## src/rtl/ram_dp_clr.sv

```systemverilog
// ram_dp_clr: simple-dual-port synchronous RAM (one write port, one read
// port, single clock) with registered read data, a read-valid flag,
// out-of-range address detection and a post-reset hardware clear that
// zeroes every implemented word.
//
// Optional feature macro: RAM_BYPASS_EN
//   defined   - same-address read and write in one cycle returns the new data
//   undefined - same-address read and write in one cycle returns the old data
module ram_dp_clr #(
    parameter int AW    = 3,
    parameter int DW    = 4,
    parameter int DEPTH = 2 ** AW
) (
    input  logic          clk,
    input  logic          reset,
    input  logic [1:0]    rw,
    input  logic [AW-1:0] addrw,
    input  logic [AW-1:0] addrr,
    input  logic [DW-1:0] data_in,
    output logic [DW-1:0] data_out,
    output logic          data_valid,
    output logic          addr_err,
    output logic          busy
);

    // Clear counter carries one spare bit so DEPTH = 2**AW cannot overflow it.
    localparam int CW = $clog2(DEPTH) + 1;

    localparam logic [0:0] ST_CLEAR = 1'b0;
    localparam logic [0:0] ST_READY = 1'b1;

    localparam logic [AW:0]   DEPTH_L    = (AW + 1)'(DEPTH);
    localparam logic [CW-1:0] CLR_LAST_L = CW'(DEPTH - 1);

    // An address is legal only below DEPTH; no modulo wrap is ever applied.
    function automatic logic addr_in_range(input logic [AW-1:0] addr);
        return ({1'b0, addr} < DEPTH_L);
    endfunction

    logic [DW-1:0] mem_r [DEPTH];

    logic [0:0]    state_r;
    logic [CW-1:0] clr_cnt_r;
    logic [DW-1:0] data_out_r;
    logic          data_valid_r;
    logic          addr_err_r;
    logic          busy_r;

    logic          wr_ok_s;
    logic          rd_ok_s;
    logic          mem_we_s;
    logic [AW-1:0] mem_wa_s;
    logic [DW-1:0] mem_wd_s;
    logic [DW-1:0] rd_data_s;

    assign wr_ok_s = addr_in_range(addrw);
    assign rd_ok_s = addr_in_range(addrr);

    // Single write port arbitration: clear sweep has priority over commands.
    always_comb begin
        mem_we_s = 1'b0;
        mem_wa_s = '0;
        mem_wd_s = '0;
        if (reset && (state_r == ST_CLEAR)) begin
            mem_we_s = 1'b1;
            mem_wa_s = AW'(clr_cnt_r);
            mem_wd_s = '0;
        end else if (reset && (state_r == ST_READY) && rw[0] && wr_ok_s) begin
            mem_we_s = 1'b1;
            mem_wa_s = addrw;
            mem_wd_s = data_in;
        end else begin
            mem_we_s = 1'b0;
        end
    end

    // Read data selection, with optional write-to-read forwarding.
    always_comb begin
        rd_data_s = mem_r[addrr];
`ifdef RAM_BYPASS_EN
        if (rw[0] && wr_ok_s && (addrw == addrr)) begin
            rd_data_s = data_in;
        end else begin
            rd_data_s = mem_r[addrr];
        end
`else
        rd_data_s = mem_r[addrr];
`endif
    end

    // Storage array; reset deliberately leaves contents alone.
    always_ff @(posedge clk) begin
        if (mem_we_s) begin
            mem_r[mem_wa_s] <= mem_wd_s;
        end
    end

    // Control FSM: clear sweep after reset, then command handling.
    always_ff @(posedge clk) begin
        if (!reset) begin
            state_r      <= ST_CLEAR;
            clr_cnt_r    <= '0;
            data_out_r   <= '0;
            data_valid_r <= 1'b0;
            addr_err_r   <= 1'b0;
            busy_r       <= 1'b1;
        end else begin
            case (state_r)
                ST_CLEAR: begin
                    data_valid_r <= 1'b0;
                    addr_err_r   <= 1'b0;
                    clr_cnt_r    <= clr_cnt_r + CW'(1);
                    if (clr_cnt_r == CLR_LAST_L) begin
                        state_r <= ST_READY;
                        busy_r  <= 1'b0;
                    end else begin
                        state_r <= ST_CLEAR;
                        busy_r  <= 1'b1;
                    end
                end
                ST_READY: begin
                    busy_r     <= 1'b0;
                    addr_err_r <= (rw[0] & ~wr_ok_s) | (rw[1] & ~rd_ok_s);
                    if (rw[1]) begin
                        data_valid_r <= 1'b1;
                        data_out_r   <= rd_ok_s ? rd_data_s : '0;
                    end else begin
                        data_valid_r <= 1'b0;
                    end
                end
                default: begin
                    state_r      <= ST_CLEAR;
                    clr_cnt_r    <= '0;
                    data_valid_r <= 1'b0;
                    addr_err_r   <= 1'b0;
                    busy_r       <= 1'b1;
                end
            endcase
        end
    end

    assign data_out   = data_out_r;
    assign data_valid = data_valid_r;
    assign addr_err   = addr_err_r;
    assign busy       = busy_r;

endmodule

```

## config.mk

```make
export PLATFORM = sky130hd
export DESIGN_NAME = ram_dp_clr
export DESIGN_NICKNAME = d
export VERILOG_FILES = /design/src/rtl/ram_dp_clr.sv
export SDC_FILE = /design/constraint.sdc
export NUM_CORES = 1
export LEC_CHECK = 0
export ABC_AREA = 1
export CAP_MARGIN = 20
export CORE_UTILIZATION = 50
export DETAILED_ROUTE_END_ITERATION = 8
export PLACE_DENSITY = 0.75
export SLEW_MARGIN = 20
export SYNTH_ARGS = -nofsm -noshare
export SYNTH_HDL_FRONTEND = slang
export SYNTH_SLANG_ARGS = --single-unit
```

## constraint.sdc

```tcl
create_clock -name clk -period 1.4 [get_ports clk]
set_input_delay 0.21 -clock clk [delete_from_list [all_inputs] [get_ports clk]]
set_output_delay 0.21 -clock clk [all_outputs]
set_load 0.01 [all_outputs]
```

* Word-level counts from Yosys, hierarchy flattened
Memory sizes are Yosys's and may differ from the RTL's. A register that Yosys moved wholly into a read port is not among the register bits.
Index checks and enable logic that the tools add are counted.
** Operators by class
- $add $sub $neg :: 1
- Equality and inequality tests :: 1
- Multiplexer cells :: 14
- Bitwise operators :: 1
- Reduce and logical (&&, ||, !) cells :: 5
** Operators by type and width (number)
- two-way mux 1 bit :: 8
- two-way mux 4 bit :: 2
- two-way mux 3 bit :: 2
- adder 4 x 1 -> 4 bit (second input constant) :: 1
- equality test 4 x 3 -> 1 bit (second input constant) :: 1
- case mux 1 bit (2 select lines) :: 2
- logical AND 1 bit :: 3
- AND reduction 2 bit :: 1
- zero test 1 bit :: 1
- NOT 1 bit :: 1
** Word-level totals
- Register bits :: 7
- Memory bits (writable) :: 32
- Bits of input ports :: 14
- Memories :: 1
** Memories
- mem_r :: words 8, width 4, rd ports 1, clocked after Yosys merged registers in 1, write ports 1, RTL line 40 : logic [DW-1:0] mem_r [DEPTH];

* Longest topological paths before layout
- Depth in word-level cells :: 6
- Gate-level depth with buffers :: 8
- Gate-level depth less buffers :: 7

* Least setup slack after synthesis
No wires, ideal clock.
- Kind :: register to register
- Start point :: reg state_r
- End point :: mem mem_r[0][0], enable pin
- Setup time :: 0.333 ns
- Arrival :: 1.080 ns
- Required time :: 1.067 ns
- Path slack :: -0.013 ns
- Cell stages (with the launch flop) :: 7
- Buffers on the path :: 0
- Period minus slack after synthesis :: 1.413 ns
- Cells stage by stage :: dfxtp_1 > inv_2 > nand2_2 > inv_2 > a21oi_2 > nand2_1 > nor3_2
** Between the ends
- Longest elaborated chain between the ends :: 6
- Elaborated cells between the ends (all ways) :: 10
- Those cells by class :: 6 x mux; 1 x bitwise; 3 x reduce/logical
** RTL lines
- from (decl) :: RTL line 42 : logic [0:0] state_r;
- from (signal assigned) :: RTL line 101 : state_r <= ST_CLEAR;
- from (signal assigned) :: RTL line 114 : state_r <= ST_READY;
- from (signal assigned) :: RTL line 117 : state_r <= ST_CLEAR;
- logical AND 1 bit (2 in series) :: RTL line 68 : end else if (reset && (state_r == ST_READY) && rw[0] && wr_ok_s) begin
- two-way mux 1 bit :: RTL line 68
- two-way mux 1 bit :: RTL line 64 : if (reset && (state_r == ST_CLEAR)) begin
- two-way mux 1 bit :: RTL line 93 : if (mem_we_s) begin
- two-way mux 1 bit (implied by the code) :: RTL line 94 : mem_r[mem_wa_s] <= mem_wd_s;
- to (decl) :: RTL line 40
Several ways; a longest one is shown, not always the timed one.

* Worst setup path in the final report
Ends and elaborated chain as after synthesis.

==> impl_metrics.py <==
metrics = {
    "outcome": {
        "status": "finished, final reports clean",
    },
    "placement": {
        "port-buffer-count": 19,
        "dp_slack_ns": -0.5626,
        "place_congestion": 0.7830,
        "dp_hpwl_mm": 2.570,
    },
    "worst_setup_path": {
        "critPathLaunchType": "flop",
        "r2r_setup_slack_ns": 0.03,
        "critPathArrivalTime_ns": 1.40,
        "ff2ff_path_depth": 7,
        "critPathLaunch": "state_r",
        "path_max_fanout": 4,
        "critPathKind": "flop to flop",
        "cp-end-kind": "flop",
        "reg2reg_from": "state_r",
        "worstPathRequired_ns": 1.43,
    },
    "floorplanning": {
        "fp-row-count": 22,
        "start_util_pct": 52.53,
        "die-area_um2": 4158,
        "core_area_um2": 3716,
        "io_pins": 21,
        "die_h_um": 64.48,
        "dieWidth_um": 64.48,
    },
    "synth": {
        "yosys_warnings": 0,
        "yosysUniqueCellTypes": 24,
        "syn_inst": 215,
        "synth.net_count": 230,
        "synth_area_um2": 1952,
        "synth-seq-cells": 43,
        "ys_seq_area_share_pct": 60.51,
        "avgSynthCellArea_um2": 9.078,
    },
    "routing": {
        "routed_wl_mm": 3.879,
        "vias_per_cell": 4.947,
        "postRouteAntennaNets": 0,
        "wl_per_cell_um": 12.76,
        "drc": 0,
        "first_pass_iters": 4,
        "vias": 1504,
        "drtIter0Drc": 100,
    },
    "layout": {
        "layout_common_cells": "inv_1, nand2_1, edfxtp_1",
        "antenna_cells": 0,
        "area_growth_pct": 27.82,
        "fin_nets": 270,
        "nFillCells": 284,
        "drive_gt1_share_pct": 19.14,
        "final_common_cell": "inv_1",
    },
    "timing": {
        "max_freq_ghz": 0.7301,
        "slew_viol_final": 0,
        "whs_ns": 0.4646,
        "finalCritPeriodShare_pct": 97.83,
        "fin_crit_ns": 1.370,
        "finalWorstSetupSlack_ns": 0.03036,
        "finalClockSkew_ns": 0.01130,
        "final_hold_viol_count": 0,
        "rsz0062_at_grt": "yes",
        "setup_viol": 0,
    },
    "flow_run": {
        "maxCapViolCount": 0,
    },
    "cts": {
        "tritoncts": "done",
        "cts.htree.levels": 2,
        "insertion_delay_ns": 0.30,
        "cts.path.max_buffers": 2,
        "cts.sinks": 43,
        "path_clk_slew_ns": 0.08,
        "cts_root_buffer": "clkbuf_8",
        "postCtsHoldBufs": 0,
        "numCtsBuffers": 5,
    },
    "global_route": {
        "grt_pass1_wl_mm": 5.940,
        "antenna_found_initial": 0,
        "grt_overflow": 0,
        "grt_max_degree": 17,
        "grt_use_total_pct": 20.10,
        "first_global_vias": 1327,
    },
    "pwr": {
        "totalPowerFinal_mw": 2.397,
        "leakage_nw": 1.194,
        "power.density_nw_per_um2": 960.8,
        "ir_drop_uv": 617.5,
    },
    "hold_path": {
        "hold_path_class": "primary input to flop",
        "hold_path_startpoint": "reset",
        "holdPathStages": 3,
    },
}
flip-flops by register name, indices dropped and copies added, names as in the netlist:
| register | flops |
|---|---|
| mem_r | 32 |
| clr_cnt_r | 4 |
| data_out | 4 |
| busy | 1 |
| data_valid | 1 |
| state_r | 1 |
per-layer routing:
| metal | GRT usage, % | up-vias | wire length (µm) | part of all wire (%) |
|---|---|---|---|---|
| li1 | - | 741 | - | - |
| met1 | 23.94 | 691 | 1631 | 42 |
| met2 | 32.50 | 57 | 1913 | 49 |
| met3 | 5.282 | 15 | 218 | 5.6 |
| met4 | 12.22 | 0 | 115 | 3.0 |
| met5 | 0 | - | 0 | 0 |
area by class of cell:
class	instances	area, µm²	area share (%)
flip-flops and latches	43	1185	47.49
multi-input cells	110	600.6	24.07
repair buffers	39	351.6	14.09
inverters	56	212.7	8.526
clock buffers	6	72.57	2.909
well taps	48	60.06	2.407
clock inverters	2	12.51	0.5015
Yosys cell counts:
cell type,instances,area (µm²)
o21a_1,3,22.52
dfxtp_1,11,220.2
inv_1,51,191.4
clkbuf_1,1,3.750
o22ai_2,1,12.51
nand3_2,1,10.01
nor3_1,2,10.01
buf_6,1,11.26
a21oi_2,2,17.52
buf_4,2,15.01
nand3_1,25,125.1
buf_2,2,10.01
ha_1,1,12.51
nor2_1,17,63.81
o31ai_1,1,7.510
xor2_1,1,8.760
conb_1,1,3.750
a21oi_1,6,30.03
nand2_2,1,6.260
edfxtp_1,32,960.9
nand2_1,44,165.2
o21ai_0,3,15.01
nor3_2,1,10.01
inv_2,5,18.77
per-stage QoR:
step / TNS, ns / std cells / area (µm²) / utilization, %
CTS: -0.04333 / 303 / 2417 / 65.05
detailed placement: -19.17 / 294 / 2297 / 61.82
global placement: -17.24 / 294 / 2297 / 61.82
finish: 0 / 304 / 2495 / 67.14
floorplan: -0.08733 / 215 / 1952 / -
global route: -0.8858 / 304 / 2495 / 67.14
cell families (layout without fill, tap and decap cells):
group	count (synthesis)	count (layout)	share of synthesized area (%)
adders and majority gates	1	1	0.6409
other	1	1	0.1921
xor gates and xnor gates	1	1	0.4488
buffers and inverters	62	103	12.82
and+or+nand+nor	91	91	20.00
DFF	43	43	60.51
AOI/OAI and AO/OA	16	16	5.385
path summary, 6_finish.rpt:
check	endpoint
min reg2reg	clr_cnt_r[3]
min	clr_cnt_r[0]
max reg2reg	mem_r[0][0]
max	mem_r[0][0]
power breakdown:
part / internal [mW] / leakage (nW) / switching (mW)
Sequential: 1.38 / 0.382 / 0.0167
Clock: 0.349 / 0.0412 / 0.421
Combinational: 0.0985 / 0.771 / 0.129
critical path: stages, from the launching register on:
cell     delay [ns]
dfxtp_4        0.39
inv_2          0.06
nand2_4        0.08
inv_4          0.05
a21oi_4        0.18
nand2_2        0.09
nor3_2         0.10
buf_4          0.15
repair_timing:
item	4_1_cts	5_1_grt
setup buffers	1	1
pin swaps	4	5
cloned	0	0
setup endpoints to repair	33	35
gates resized for setup	12	18
Power figures use the tool's default switching activity.
